### src/rtl/deserializer_pkg.sv
// Shared defaults and types for the serial-link deserializer.
package deser_pkg;

  localparam int DATA_W  = 16;
  localparam int MOD_W   = 4;
  localparam int MIN_LEN = 3;

  typedef enum logic {
    IDLE    = 1'b0,
    COLLECT = 1'b1
  } state_t;

  localparam logic [MOD_W-1:0] MOD_FULL = '0;

endpackage

### src/rtl/deserializer_if.sv
// Serial-in / parallel-out bundle of the deserializer; master drives the serial side.
interface deserializer_if #(
  parameter int DATA_W = deser_pkg::DATA_W,
  parameter int MOD_W  = deser_pkg::MOD_W
) ();

  logic              ser_data_i;
  logic              ser_data_val_i;
  logic [DATA_W-1:0] deser_data_o;
  logic [MOD_W-1:0]  deser_data_mod_o;
  logic              deser_data_val_o;
  logic              busy_o;

  modport master (
    output ser_data_i, ser_data_val_i,
    input  deser_data_o, deser_data_mod_o, deser_data_val_o, busy_o
  );

  modport slave (
    input  ser_data_i, ser_data_val_i,
    output deser_data_o, deser_data_mod_o, deser_data_val_o, busy_o
  );

endinterface

### src/rtl/deserializer.sv
// MSB-first serial to DATA_W-bit parallel converter with a one-cycle word strobe.
// Optional macro DESER_GAP_FLUSH_EN: an invalid cycle closes (or drops) a partial word.
module deserializer #(
  parameter int DATA_W  = deser_pkg::DATA_W,
  parameter int MOD_W   = deser_pkg::MOD_W,
  parameter int MIN_LEN = deser_pkg::MIN_LEN
) (
  input  logic         clk_i,
  input  logic         arst_n_i,
  deserializer_if.slave bus
);
  import deser_pkg::*;

  localparam logic [MOD_W:0] CNT_LAST = (MOD_W+1)'(DATA_W - 1);
  localparam logic [MOD_W:0] CNT_MIN  = (MOD_W+1)'(MIN_LEN);

  if (MOD_W != $clog2(DATA_W) || MIN_LEN < 1 || MIN_LEN >= DATA_W || DATA_W < 3) begin : g_param_chk
    $error("deserializer: inconsistent DATA_W / MOD_W / MIN_LEN");
  end

  // The newest bit goes straight into the output word, so only DATA_W-1 bits are stored.
  state_t            state;
  logic [DATA_W-2:0] shreg;
  logic [MOD_W:0]    cnt;

`ifdef DESER_GAP_FLUSH_EN
  function automatic logic [DATA_W-1:0] left_align(input logic [DATA_W-2:0] bits,
                                                    input logic [MOD_W:0]    n);
    return {bits, 1'b0} << (DATA_W - 1 - int'(n));
  endfunction
`endif

  always_ff @(posedge clk_i or negedge arst_n_i) begin
    if (!arst_n_i) begin
      state                <= IDLE;
      shreg                <= '0;
      cnt                  <= '0;
      bus.deser_data_o     <= '0;
      bus.deser_data_mod_o <= '0;
      bus.deser_data_val_o <= 1'b0;
      bus.busy_o           <= 1'b0;
    end else begin
      bus.deser_data_val_o <= 1'b0;
      if (bus.ser_data_val_i) begin
        shreg <= {shreg[DATA_W-3:0], bus.ser_data_i};
        if (state == COLLECT && cnt == CNT_LAST) begin
          bus.deser_data_o     <= {shreg, bus.ser_data_i};
          bus.deser_data_mod_o <= MOD_W'(MOD_FULL);
          bus.deser_data_val_o <= 1'b1;
          cnt                  <= '0;
          bus.busy_o           <= 1'b0;
          state                <= IDLE;
        end else begin
          cnt        <= cnt + 1'b1;
          bus.busy_o <= 1'b1;
          state      <= COLLECT;
        end
      end
`ifdef DESER_GAP_FLUSH_EN
      else if (state == COLLECT) begin
        // Words shorter than MIN_LEN are protocol-illegal and are discarded silently.
        if (cnt >= CNT_MIN) begin
          bus.deser_data_o     <= left_align(shreg, cnt);
          bus.deser_data_mod_o <= cnt[MOD_W-1:0];
          bus.deser_data_val_o <= 1'b1;
        end
        cnt        <= '0;
        bus.busy_o <= 1'b0;
        state      <= IDLE;
      end
`endif
    end
  end

endmodule

### src/flat_wrapper.sv
// flat-port wrapper written by rule: the top's interface ports become plain ports
module deserializer_flat import deser_pkg::*;
#(
  parameter int DATA_W  = deser_pkg::DATA_W,
  parameter int MOD_W   = deser_pkg::MOD_W,
  parameter int MIN_LEN = deser_pkg::MIN_LEN
)
  (clk_i, arst_n_i, bus_ser_data_i, bus_ser_data_val_i, bus_deser_data_o, bus_deser_data_mod_o, bus_deser_data_val_o, bus_busy_o);
  deserializer_if #(.DATA_W(DATA_W), .MOD_W(MOD_W)) bus_i ();
  input  logic clk_i;
  input  logic arst_n_i;
  input wire logic [$bits(bus_i.ser_data_i)-1:0] bus_ser_data_i;
  input wire logic [$bits(bus_i.ser_data_val_i)-1:0] bus_ser_data_val_i;
  output wire logic [$bits(bus_i.deser_data_o)-1:0] bus_deser_data_o;
  output wire logic [$bits(bus_i.deser_data_mod_o)-1:0] bus_deser_data_mod_o;
  output wire logic [$bits(bus_i.deser_data_val_o)-1:0] bus_deser_data_val_o;
  output wire logic [$bits(bus_i.busy_o)-1:0] bus_busy_o;
  assign bus_i.ser_data_i = bus_ser_data_i;
  assign bus_i.ser_data_val_i = bus_ser_data_val_i;
  assign bus_deser_data_o = bus_i.deser_data_o;
  assign bus_deser_data_mod_o = bus_i.deser_data_mod_o;
  assign bus_deser_data_val_o = bus_i.deser_data_val_o;
  assign bus_busy_o = bus_i.busy_o;
  deserializer #(.DATA_W(DATA_W), .MOD_W(MOD_W), .MIN_LEN(MIN_LEN)) u_core (.clk_i(clk_i), .arst_n_i(arst_n_i), .bus(bus_i));
endmodule
### config.mk
export PLATFORM = sky130hd
export DESIGN_NAME = deserializer_flat
export DESIGN_NICKNAME = d
export VERILOG_FILES = /design/src/rtl/deserializer_pkg.sv /design/src/rtl/deserializer_if.sv /design/src/rtl/deserializer.sv /design/src/flat_wrapper.sv
export SDC_FILE = /design/constraint.sdc
export NUM_CORES = 1
export LEC_CHECK = 0
export ABC_AREA = 1
export CAP_MARGIN = 20
export CORE_MARGIN = 4
export CORE_UTILIZATION = 45
export CTS_BUF_LIST = sky130_fd_sc_hd__clkbuf_2 sky130_fd_sc_hd__clkbuf_4 sky130_fd_sc_hd__clkbuf_8
export DETAILED_ROUTE_END_ITERATION = 16
export DONT_BUFFER_PORTS = 1
export HOLD_SLACK_MARGIN = 0.06
export MAX_ROUTING_LAYER = met4
export PLACE_DENSITY = 0.66
export SLEW_MARGIN = 20
export SYNTH_ARGS = -nofsm -noshare
export SYNTH_HDL_FRONTEND = slang
export SYNTH_SLANG_ARGS = --single-unit
### constraint.sdc
create_clock -name clk_i -period 2.9 [get_ports clk_i]
set_input_delay 0.435 -clock clk_i [delete_from_list [all_inputs] [get_ports clk_i]]
set_output_delay 0.435 -clock clk_i [all_outputs]
set_load 0.02 [all_outputs]
# After elaboration in Yosys (flattened, before gate mapping)
# Index checks and enable logic that the tools add are counted.
dict set report word_totals {
  register_bits 38
  input_bits 4
  output_inout_bits 22
  wordCells 13
}
dict set report op_classes {
  add_sub_neg 1
  eq_ne 1
  n_mux 4
  n_reduce_logical 2
}
# operator count
set op_table {}
lappend op_table {{adder 5 x 1 -> 5 bit (second input constant)} 1}
lappend op_table {{== test 5 x 4 -> 1 bit (second input constant)} 1}
lappend op_table {{two-way mux 5 bit} 1}
lappend op_table {{two-way mux 1 bit} 3}
lappend op_table {{AND reduction 2 bit} 1}
lappend op_table {{logical AND 1 bit} 1}

# Depth between registers and ports, before layout
# Gate-level depths: netlist of run 1.
dict set report logic_depth {
  depth_word 4
  depth_mapped 7
}

# Worst setup path after synthesis of run 1
# Ideal clock, no wire load.
dict set report synth_path {
  path_kind {register -> register}
  from {reg u_core.cnt[0]}
  to {reg u_core.bus.deser_data_o[0]}
  setup_ns 0.117
  arrival_ns 1.145
  required_ns 2.783
  slack_ns 1.638
  path_stages_with_launch 8
  n_path_buf 1
  cell_sequence {dfrtp_1 ha_1 inv_2 nor2_8 nand3_4 buf_6 nand2_1 nand2_1}
}
dict set report synth_between {
  elab_chain_len 3
}
# item line
set synth_rtl {}
lappend synth_rtl {{from (decl)} deserializer.sv:24} ;# logic [MOD_W:0] cnt;
lappend synth_rtl {{from (signal assigned)} deserializer.sv:54} ;# cnt <= cnt + 1'b1;
lappend synth_rtl {{== test 5 x 4 -> 1 bit} deserializer.sv:46} ;# if (state == COLLECT && cnt == CNT_LAST) begin
lappend synth_rtl {{logical AND 1 bit} deserializer.sv:46}
lappend synth_rtl {{AND reduction 2 bit (no source line)} n/a}
lappend synth_rtl {{to (signal assigned)} deserializer.sv:47} ;# bus.deser_data_o <= {shreg, bus.ser_data_i};
lappend synth_rtl {{to (decl)} deserializer_if.sv:21} ;# output deser_data_o, deser_data_mod_o, deser_data_val_o, busy_o
# Every way passes these cells.
# A chain may end at the register's enable or synchronous reset.

# Worst setup path after layout of run 1
dict set report layout_path {
  from {reg u_core.cnt[0]}
  to {reg u_core.bus.deser_data_o[14]}
}
# The elaborated chain is that of the path after synthesis.

==> results of run 1 <==
## state kept, by name, indices dropped and copies added, names as in the netlist
| register | count |
|---|---|
| u_core.state | 1 |
| u_core.cnt | 5 |
| u_core.bus.deser_data_val_o | 1 |
| u_core.bus.deser_data_o | 16 |
| u_core.shreg | 15 |
## worst max-delay path, cell delays in order (launching register included)
cell and delay, ns:
dfrtp_1 0.42, ha_1 0.25, inv_2 0.08, nor2_8 0.25
nand3_4 0.22, nand2_1 0.12, nand2_1 0.06
## layer usage
| metal | vias to the layer above | track usage [%] |
|---|---|---|
| met1 | 529 | 18.4 |
| met5 | - | - |
| li1 | 549 | - |
| met4 | 0 | 5.71 |
| met3 | 7 | 5.09 |
| met2 | 33 | 22.0 |
## cell families after synthesis
group                    count (synthesis)  synth area share [%]
XOR/XNOR                                 1                 0.542
AND/OR/NAND/NOR                         90                  26.3
other                                    1                 0.232
AO/OA/AOI/OAI                           17                  5.27
adder cells (fa/ha/maj)                  1                 0.774
buffers and inverters                   26                  8.06
flip-flops                              38                  58.9
## power by group through the flow
stage | combinational, µW | clock [µW] | sequential (µW)
floorplan | 261 | 0 | 846
finish | 303 | 352 | 865
global route | 356 | 385 | 885
detailed placement | 290 | 0 | 879
CTS | 307 | 362 | 868
global placement | 273 | 0 | 873
## final cells by class
type | count | area, µm²
Clock buffer | 5 | 37.5
Clock inverter | 3 | 40.0
Timing Repair Buffer | 2 | 30.0
Multi-Input combinational cell | 113 | 546
Fill cell | 324 | 1680
Sequential cell | 38 | 951
Tap cell | 46 | 57.6
Inverter | 14 | 52.6
## cell usage in the layout, fill, tap and decap left out
cell,Yosys,final
buf_12,0,1
bufinv_16,0,1
clkbuf_4,0,5
clkinv_2,0,2
conb_1,1,4
dfrtp_1,38,38
dlygate4sd3_1,0,1
ha_1,1,1
inv_1,11,11
inv_2,3,3
nand2_1,61,61
nand2_2,1,1
nand3_1,4,4
nand3_4,1,1
nand4_1,16,16
nor2_1,4,4
nor2_4,1,1
nor2_8,1,1
nor3_1,1,1
o21ai_0,14,14
o21ai_1,3,3
xor2_1,1,1
## synth_stat cells, types with 3 or more instances
cell	n
nand2_1	61
dfrtp_1	38
nand4_1	16
o21ai_0	14
inv_1	11
buf_2	5
buf_4	5
nand3_1	4
nor2_1	4
inv_2	3
o21ai_1	3
## through the flow
step	hold slack [ns]	utilization (%)	cells	area [µm²]
finish	0.186	50.6	221	1710
global route	0.151	50.6	221	1710
CTS	0.165	50.6	221	1710
detailed placement	0.140	47.4	211	1610
global placement	0.140	47.4	211	1610
floorplan	0.139	-	177	1630
## worst max path at each step
stage / end / cells past startpoint
floorplan: u_core.bus.deser_data_o[0] / 7
global placement: u_core.bus.deser_data_o[12] / 6
detailed placement: u_core.bus.deser_data_o[13] / 6
CTS: u_core.bus.deser_data_o[9] / 6
global route: u_core.bus.deser_data_o[10] / 6
finish: u_core.bus.deser_data_o[14] / 6
## timing repair
action,4_1_cts,5_1_grt
setup buffers,0,0
hold buffers,2,0
endpoints found under the hold margin,38,0
==> metrics.sh, run 1 <==
RUN_STATUS='finished clean'
FINCLKSKEW_NS=0.00396
MAX_CAP_VIOLATIONS=0
POWER.CLOCK.FRACTION_PCT=23.2
PORT-BUFFER-COUNT=0
DETAIL_ROUTE.ITER0.VIOLATIONS=50
TRITONCTS.NUM_BUFFERS=5
INITIAL_UTILIZATION_PCT=47.7
CP.REQUIRED_NS=3.14
ROUTED-WL-MET3_UM=180
SYNTH_TOP_CELL_BY_AREA='dfrtp_1'
POWER_PER_CELL_AREA_nW_PER_UM2=887
NUM-NETS-FINAL=179
PLACEMENT.SETUP.WORST_SLACK_NS=1.43
ANTENNA-DIODE-COUNT=0
TIMING.REG2REG.SETUP_SLACK_NS=1.40
RR_WORST_DEPTH=6
P_COMB_SHARE_PCT=19.9
WORSTHOLDENDPOINT='u_core.shreg[2]'
CTS-RESIZED-GATES=0
FIRSTDRTPASSITERS=5
GR-TOTAL-OVERFLOW=0
SEQ_AREA_FRAC_SYNTH_PCT=58.9
CRIT_SHARE_POST_ROUTE_PCT=51.6
TIMING.FINAL.WS_SETUP_NS=1.40
SYNTH.TOP_CELLS.BY_AREA='dfrtp_1 59%, nand2_1 14%, nand4_1 6.2%'
FMAX_GHz=0.668
CTS_TREE='done'
CLOCK_SINKS=38
GRT_FIRST_PASS_WIRELENGTH_UM=4900
SYNTHFLOPTYPE='dfrtp_1'
DRIVE_GT1_SHARE_PCT=9.14
SYNTH-EDFF-COUNT=0
DIE-HEIGHT_UM=67.9
VIA_PER_INST=5.06
CTSHTREEMAXLEVEL=2
WORSTREG2REGEND='u_core.bus.deser_data_o[14]'
ARRIVAL_NS=1.74
TRACK_USAGE_PCT=14.7
HIGHEST_LAYER='met4'
GRT_START_MAX_NET_PINS=40
DPL.HPWL_UM=1970
TOTAL_POWER_uW=1520
POWER.SHARE.SEQUENTIAL_PCT=56.9
TIMING.SETUP.TNS_NS=0
ROUTABILITYCONGESTION=0.761
R2R_START='u_core.cnt[0]'
SYNTH_REGISTER_BITS=38
SLEW_VIOL_FINAL=0
POWER_SWITCHING_SHARE_PCT=38.4
SYNTH_WARNINGS=0
WL_MET2_UM=1320
REPORT.FINAL.HOLD_VIOL_COUNT=0
VIAS=1118
CRIT_FANOUT=18
CTS_BUFFER_DEPTH=2
SETUP.WORST_PATH.START='u_core.cnt[0]'
SYN_AVG_CELL_AREA_UM2=9.28
ROUTE.DETAILED.DRC=0
SUMMED_INSTANCE_AREA_OF_THE_SYNTHESIZED_NETLIST_UM2=1620
ROUTED_WL_UM=2900
SYNTHDOMINANTCELLAREASHARE_PCT=58.9
FINAL.MIN_CLOCK_PERIOD_NS=1.50
STATIC-LEAKAGE-POWER_uW=0.000872
CLK_PIN_SLEW_NS=0.11
ROUTEDWLPERCELL_UM=13.1
IO-PIN-COUNT=26
PLACEMENTROWS=21
P_INT_uW=937
HOLD_DEPTH=1
WORST-SETUP-PATH-TYPE='register to register'
P_SWITCHING_uW=583
CRIT_PATH_END_KIND='register'
SYN-INSTANCE-COUNT=174
REPORT.FINAL.SETUP_VIOL=0
IR_DROP_uV=379
FINAL_ANTENNA_NET_COUNT=0
YOSYSUNIQUECELLTYPES=21
TIMING.HOLD.WORST.START='bus_ser_data_val_i'
ROUTE.LAYER.MET1.WL_UM=1350
FLOORPLAN.CORE_AREA_UM2=3390
GRT_SETUP_UNREPAIRED='no'
SYNTH_ASYNC_SR_FLOP_SHARE_PCT=100
HOLD_CLASS='input port to register'
CLOCK_LATENCY_NS=0.34
CLOCK_TREE.ROOT_CELL='clkbuf_4'
FLOORPLAN.DIE_AREA_UM2=4610
ANTENNA_FOUND_INITIAL=0
SYN2LAYOUT_AREA_GROWTH_PCT=6.12
STARTPOINT_TYPE='register'
DIE_WIDTH_UM=67.9
GRT_PASS1_VIAS=1058
Note: power is estimated with default switching activity, not from simulation.
==> run 2: changes to the inputs <==
--- a/config.mk
+++ b/config.mk
@@ -14,7 +14,7 @@
 export DONT_BUFFER_PORTS = 1
 export HOLD_SLACK_MARGIN = 0.06
 export MAX_ROUTING_LAYER = met4
-export PLACE_DENSITY = 0.66
+export PLACE_DENSITY = 0.68
 export SLEW_MARGIN = 20
 export SYNTH_ARGS = -nofsm -noshare
 export SYNTH_HDL_FRONTEND = slang
==> constraint.sdc (replaced) <==
create_clock -name clk_i -period 1.35 [get_ports clk_i]
set_input_delay 0.2025 -clock clk_i [delete_from_list [all_inputs] [get_ports clk_i]]
set_output_delay 0.2025 -clock clk_i [all_outputs]
set_load 0.02 [all_outputs]
==> run 2 against run 1 <==
Effect of this change:
- via count increased by 5.6%
- clock skew about the same
- non-clock buffer count increased by 14
- core utilization increased by 5.0 points
- count of clock-buffer cells in the layout unchanged
- global-route usage increased by 0.10 points
- cell area increased by 9.9%
- sequential share of layout area decreased by 5.0 points
- power increased by 130%
- setup slack got worse by 1.3 ns
==> metrics.sh, run 2 (synthesis gave the netlist of run 1 again) <==
RUN_STATUS='finished clean'
PLACEMENTROWS=21  # unchanged
FMAX_GHz=0.813  # +22%
DRIVE_GT1_SHARE_PCT=12.1  # +3.0 points
CRIT_SHARE_POST_ROUTE_PCT=91.1  # +40 points
MOSTFREQUENTLAYOUTCELL='nand2_1'
ROUTEDWLPERCELL_UM=13.3  # +1.8%
FINISH.CELL_COUNT_WITHOUT_FILLERS=236  # +6.8%
ROUTE.DETAILED.DRC=0  # unchanged
FILLCELLCOUNT=278  # -14%
ROUTED_WL_UM=3150  # +8.7%
VIAS=1181  # +5.6%
FIRSTDRTPASSITERS=4  # -1
ROUTABILITYCONGESTION=0.805  # +5.7%
GRT_START_MAX_NET_PINS=40  # unchanged
STATIC-LEAKAGE-POWER_uW=0.000937  # +7.4%
CRIT_PATH_END_KIND='register'
FLOORPLAN.DIE_AREA_UM2=4610  # unchanged
REPORT.FINAL.HOLD_VIOL_COUNT=0  # unchanged
INITIAL_UTILIZATION_PCT=47.7  # unchanged
VIA_PER_INST=5.00  # -1.1%
ANTENNA_FOUND_INITIAL=0  # unchanged
CLOCK_SINKS=38  # unchanged
CLOCK_LATENCY_NS=0.34  # about the same
CTSHTREEMAXLEVEL=2  # unchanged
GR-TOTAL-OVERFLOW=0  # unchanged
FINAL_ANTENNA_NET_COUNT=0  # unchanged
MULTI_INPUT_COMB_AREA_UM2=576  # +5.5%
DETAIL_ROUTE.ITER0.VIOLATIONS=90  # +80%
CLOCK_TREE.ROOT_CELL='clkbuf_4'
TRITONCTS.NUM_BUFFERS=5  # unchanged
ARRIVAL_NS=1.46  # -0.28 ns
MAX_STAGE_DELAY_NS=0.55  # +0.13 ns
DPL.HPWL_UM=2000  # +1.3%
FLOORPLAN.CORE_AREA_UM2=3390  # unchanged
GRT_FIRST_PASS_WIRELENGTH_UM=4940  # +0.84%
TIMING.SETUP.TNS_NS=0  # unchanged
DIE-HEIGHT_UM=67.9  # unchanged
SLEW_VIOL_FINAL=0  # unchanged
CRITICAL-PATH-SLOWEST-CELL='dlygate4sd3_1'
TRACK_USAGE_PCT=14.8  # +0.10 points
SYN2LAYOUT_AREA_GROWTH_PCT=16.7
FINCLKSKEW_NS=0.00351  # -0.000453 ns
HOLD_CLASS='input port to register'
REGISTER_AREA_UM2=951  # unchanged
GRT_SETUP_UNREPAIRED='no'
REPORT.FINAL.SETUP_VIOL=0  # unchanged
CRIT_FANOUT=3  # -15
CP.REQUIRED_NS=1.58  # -1.56 ns
IR_DROP_uV=616  # +63%
NUM-NETS-FINAL=194  # +8.4%
FINAL_CELL_MIX='61 x nand2_1, 38 x dfrtp_1, 16 x nand4_1'
CTS_BUFFER_DEPTH=2  # unchanged
STARTPOINT_TYPE='register'
PLACE_INST=214  # +1.4%
MAX_CAP_VIOLATIONS=0  # unchanged
PORT-BUFFER-COUNT=0  # unchanged
FLIP_FLOP_COUNT_OF_THE_LARGEST_REGISTER_AFTER_LAYOUT=16  # unchanged
CLK_PIN_SLEW_NS=0.11  # about the same
ANTENNA-DIODE-COUNT=0  # unchanged
WORST-SETUP-PATH-TYPE='register to register'
POSTCTSHOLDBUFS=11  # +9
IO-PIN-COUNT=26  # unchanged
GRT_PASS1_VIAS=1132  # +7.0%
TOP_REGISTER='u_core.bus.deser_data_o'
DIE_WIDTH_UM=67.9  # unchanged
FINAL.MIN_CLOCK_PERIOD_NS=1.23  # -0.266 ns
TOP_FLOP_REGS='u_core.bus.deser_data_o x16, u_core.shreg x15, u_core.cnt x5'
CTS_TREE='done'
CP_CELL_SEQUENCE='nand2_1, o21ai_0, dlygate4sd3_1'
POWER_PER_CELL_AREA_nW_PER_UM2=1840  # +110%
-- run 2: cell types whose count changed in the layout (fill, tap and decap cells not counted), sizes merged --
cell	change
nand3	+1
clkinvlp	+2
dlygate4sd3	+9
buf	+5
clkinv	-2
-- run 2: layout make-up --
| class | count | area share (%) |
|---|---|---|
| clock buffers | 5 | 1.99 |
| clock inverters | 3 | 2.39 |
| well taps | 46 | 3.05 |
| multi-input cells | 114 | 30.5 |
| flip-flops and latches | 38 | 50.5 |
| inverters | 14 | 2.79 |
| repair buffers | 16 | 8.76 |
-- run 2: per-layer routing --
layer | routed length, µm | track usage, % | vias up
met5 | 0 | - | -
met4 | 51 | 6.95 | 0
met3 | 153 | 3.78 | 7
met2 | 1590 | 24.5 | 28
met1 | 1360 | 16.8 | 559
li1 | - | - | 587
-- run 2: repair_timing --
item / 4_1_cts / 5_1_grt
gates resized for setup: 0 / 5
hold endpoints to repair: 67 / 21
setup endpoints to repair: 0 / 17
setup buffers: 0 / 2
-- run 2: final timing paths --
check / startpoint / to / slack, ns / cells past startpoint
setup reg to reg: u_core.shreg[11] / u_core.shreg[12] / 0.12 / 3
hold / removal: bus_ser_data_val_i / u_core.bus.deser_data_o[6] / 0.006 / 2
setup / recovery: u_core.shreg[11] / u_core.shreg[12] / 0.12 / 3
min in group asynchronous: arst_n_i / u_core.bus.deser_data_val_o / 0.29 / 2
hold reg to reg: u_core.shreg[14] / u_core.shreg[14] / 0.49 / 2
max in group asynchronous: arst_n_i / u_core.shreg[1] / 0.88 / 2
-- run 2: worst max-delay path: cells and delay by family, from the launching register on --
kind | cells | cell delay (ns)
AO/OA/AOI/OAI | 1 | 0.07
buffers and inverters | 1 | 0.55
flip-flops | 1 | 0.43
AND/OR/NAND/NOR | 1 | 0.07
-- run 2: where the power goes --
group	switching [µW]	leakage [µW]	internal, µW
clock network	382	0.0000374	388
registers	429	0.000494	1420
logic	517	0.000405	338
-- run 2: stage by stage --
stage	setup WS [ns]	hold slack [ns]	utilization [%]	total power (µW)	cell area, µm²
after floorplan	0.0882	-0.0931	-	2380	1630
after global placement	0.100	-0.0921	48.1	2490	1630
after detailed placement	0.0288	-0.0919	48.1	2540	1630
after CTS	0.0190	-0.0104	54.0	3390	1830
after global routing	0.0422	0.00222	55.6	3690	1880
final	0.120	0.00623	55.6	3480	1880
==> run 3: changes to the inputs <==
--- a/config.mk
+++ b/config.mk
@@ -11,10 +11,9 @@
 export CORE_UTILIZATION = 45
 export CTS_BUF_LIST = sky130_fd_sc_hd__clkbuf_2 sky130_fd_sc_hd__clkbuf_4 sky130_fd_sc_hd__clkbuf_8
 export DETAILED_ROUTE_END_ITERATION = 16
-export DONT_BUFFER_PORTS = 1
 export HOLD_SLACK_MARGIN = 0.06
 export MAX_ROUTING_LAYER = met4
-export PLACE_DENSITY = 0.68
+export PLACE_DENSITY = 0.78
 export SLEW_MARGIN = 20
 export SYNTH_ARGS = -nofsm -noshare
 export SYNTH_HDL_FRONTEND = slang
==> run 3 against run 2 <==
Effect of this change:
- count of clock-buffer cells in the layout did not move
- cell area rose by 4.3%
- routed wire length fell by 6.9%
- setup slack got worse by 0.015 ns
- clock skew rose by 0.0031 ns
- combinational power rose by 41%
- register-to-register slack improved by 0.04 ns
- sequential power fell by 13%
- hold slack improved by 0.22 ns
- largest power group unchanged
- highest routed layer unchanged
==> metrics.sh, run 3 (synthesis gave the netlist of run 1 again) <==
RUN_STATUS='finished clean'
PORT-BUFFER-COUNT=21  # +21
CLOCK_TREE.ROOT_CELL='clkbuf_4'
FINCLKSKEW_NS=0.00661  # +0.00310 ns
TRACK_USAGE_PCT=15.2  # +0.42 points
CRIT_PATH_END_KIND='output pin'
FINAL_CELL_MIX='61 x nand2_1, 38 x dfrtp_1, 17 x dlygate4sd2_1'
REPORT.FINAL.SETUP_VIOL=0  # unchanged
IR_DROP_uV=607  # -1.5%
CRITICAL-PATH-SLOWEST-CELL='dfrtp_1'
MOSTFREQUENTLAYOUTCELL='nand2_1'
TIMING.REG2REG.SETUP_SLACK_NS=0.16  # +0.04 ns
ROUTABILITYCONGESTION=0.769  # -4.5%
DIE-HEIGHT_UM=67.9  # unchanged
FLOORPLAN.CORE_AREA_UM2=3390  # unchanged
TIMING.SETUP.TNS_NS=0  # unchanged
CRIT_BUF_INV=1  # unchanged
FINAL_CORE_UTIL_PCT=58.0  # +2.4 points
CP_CELL_SEQUENCE='dlygate4sd2_1'
FIRSTDRTPASSITERS=4  # unchanged
CTSHTREEMAXLEVEL=2  # unchanged
DETAIL_ROUTE.ITER0.VIOLATIONS=107  # +19%
POWER_PER_CELL_AREA_nW_PER_UM2=1700  # -7.9%
DPL.HPWL_UM=2040  # +2.2%
FLOORPLAN.DIE_AREA_UM2=4610  # unchanged
ROUTE.DETAILED.DRC=0  # unchanged
TRITONCTS.NUM_BUFFERS=5  # unchanged
SLEW_VIOL_FINAL=0  # unchanged
FINISH.CELL_COUNT_WITHOUT_FILLERS=249  # +5.5%
MAX_CAP_VIOLATIONS=0  # unchanged
FINAL_ANTENNA_NET_COUNT=0  # unchanged
STARTPOINT_TYPE='register'
ROUTE.LAYER.MET1.WL_UM=1340  # -1.6%
P_INT_uW=2040  # -4.9%
PLACE_INST=239  # +12%
TIMING.CRITICAL_PATH.MAX_DELAY_FAMILY='flip-flops'
DRIVE_GT1_SHARE_PCT=12.8  # +0.70 points
GRT_SETUP_UNREPAIRED='no'
CLK_PIN_SLEW_NS=0.11  # about the same
CP.REQUIRED_NS=1.15  # -0.43 ns
POWER_SWITCHING_SHARE_PCT=38.8  # +0.63 points
ROUTED_WL_UM=2930  # -6.9%
WORST-SETUP-PATH-TYPE='register to output pin'
POWER.CLOCK.FRACTION_PCT=15.9  # -6.3 points
CLOCK_SINKS=38  # unchanged
ARRIVAL_NS=1.04  # -0.42 ns
POWER.SHARE.SEQUENTIAL_PCT=48.1  # -5.2 points
REPORT.FINAL.HOLD_VIOL_COUNT=0  # unchanged
VIA_PER_INST=4.89  # -2.3%
FILLCELLCOUNT=303  # +9.0%
MAX_STAGE_DELAY_NS=0.39  # -0.16 ns
ANTENNA_FOUND_INITIAL=0  # unchanged
FINAL.MIN_CLOCK_PERIOD_NS=1.25  # +0.0152 ns
STATIC-LEAKAGE-POWER_uW=0.00105  # +12%
FMAX_GHz=0.803  # -1.2%
GRT_PASS1_VIAS=1110  # -1.9%
NUM-NETS-FINAL=208  # +7.2%
ANTENNA-DIODE-COUNT=0  # unchanged
GR-TOTAL-OVERFLOW=0  # unchanged
INITIAL_UTILIZATION_PCT=47.7  # unchanged
TOP_FLOP_REGS='u_core.bus.deser_data_o x16, u_core.shreg x15, u_core.cnt x5'
CRIT_SHARE_POST_ROUTE_PCT=92.3  # +1.1 points
CTS_BUFFER_DEPTH=2  # unchanged
POSTCTSHOLDBUFS=0  # -11
P_SWITCHING_uW=1300  # -2.4%
WL_MET2_UM=1410  # -11%
CTS_TREE='done'
IO-PIN-COUNT=26  # unchanged
ROUTEDWLPERCELL_UM=11.8  # -12%
HIGHEST_LAYER='met4'
PLACEMENTROWS=21  # unchanged
SYN2LAYOUT_AREA_GROWTH_PCT=21.7
CRIT_FANOUT=2  # -1
HOLD_CLASS='input port to async pin'
DIE_WIDTH_UM=67.9  # unchanged
GRT_START_MAX_NET_PINS=39  # -2.5%
TOTAL_POWER_uW=3340  # -4.0%
VIAS=1218  # +3.1%
FLIP_FLOP_COUNT_OF_THE_LARGEST_REGISTER_AFTER_LAYOUT=16  # unchanged
CLOCK_LATENCY_NS=0.33  # about the same
DPL_CELL_AREA_UM2=1910  # +17%
FINALINSTANCEAREA_UM2=1970  # +4.3%
GRT_FIRST_PASS_WIRELENGTH_UM=5050  # +2.2%
ROUTED-WL-MET3_UM=146  # -4.6%
P_COMB_SHARE_PCT=36.0  # +11 points
TOP_REGISTER='u_core.bus.deser_data_o'
run 3: final timing paths:
| check | start | end | cells past startpoint |
|---|---|---|---|
| worst max-delay path | u_core.bus.deser_data_o[3] | bus_deser_data_o[3] | 1 |
| worst min-delay path | arst_n_i | u_core.bus.deser_data_o[10] | 2 |
| worst max register to register | u_core.cnt[1] | u_core.bus.deser_data_o[9] | 6 |
| worst min register to register | u_core.bus.deser_data_o[10] | u_core.bus.deser_data_o[10] | 2 |
| max in group asynchronous | arst_n_i | u_core.shreg[12] | 2 |
| min in group clk_i | u_core.bus.deser_data_o[10] | u_core.bus.deser_data_o[10] | 2 |
run 3: per-layer routing:
layer	track usage, %	vias to the layer above
li1	-	620
met1	19.0	562
met2	24.2	30
met3	4.43	6
met4	4.47	0
met5	-	-
run 3: power groups by stage:
stage                     Clock (µW)  Combinational, µW  Sequential [µW]
final                            531               1200             1610
after CTS                        555               1200             1610
after global placement             0               1250             1620
after global routing             606               1340             1640
after detailed placement           0               1270             1640
after floorplan                    0                562             1820
run 3: per-stage QoR:
step                hold WS (ns)  setup slack (ns)
finish                     0.229             0.104
global route               0.230            0.0280
CTS                        0.231            0.0187
detailed placement         0.460            -0.115
global placement           0.454           -0.0570
floorplan                -0.0931            0.0882
run 3: area by class of cell:
type                            count  area, µm²  area share (%)
Clock buffer                        5       37.5            1.91
Multi-Input combinational cell    114        568            28.9
Clock inverter                      2       10.0           0.509
Tap cell                           46       57.6            2.93
Sequential cell                    38        951            48.4
Inverter                           14       52.6            2.67
Timing Repair Buffer               30        289            14.7
run 3: timing repair:
action,CTS,global route
gates cloned,1,0
resized for setup,19,3
buffers inserted,2,0
pin swaps,2,0
setup endpoints to repair,34,4
run 3: worst reg2reg max path, delay by kind of cell, from the launching register on:
family        cells  cell delay, ns
simple gates      4            0.45
flops             1            0.39
fa+ha+maj         1            0.19
buf+inv           1            0.07
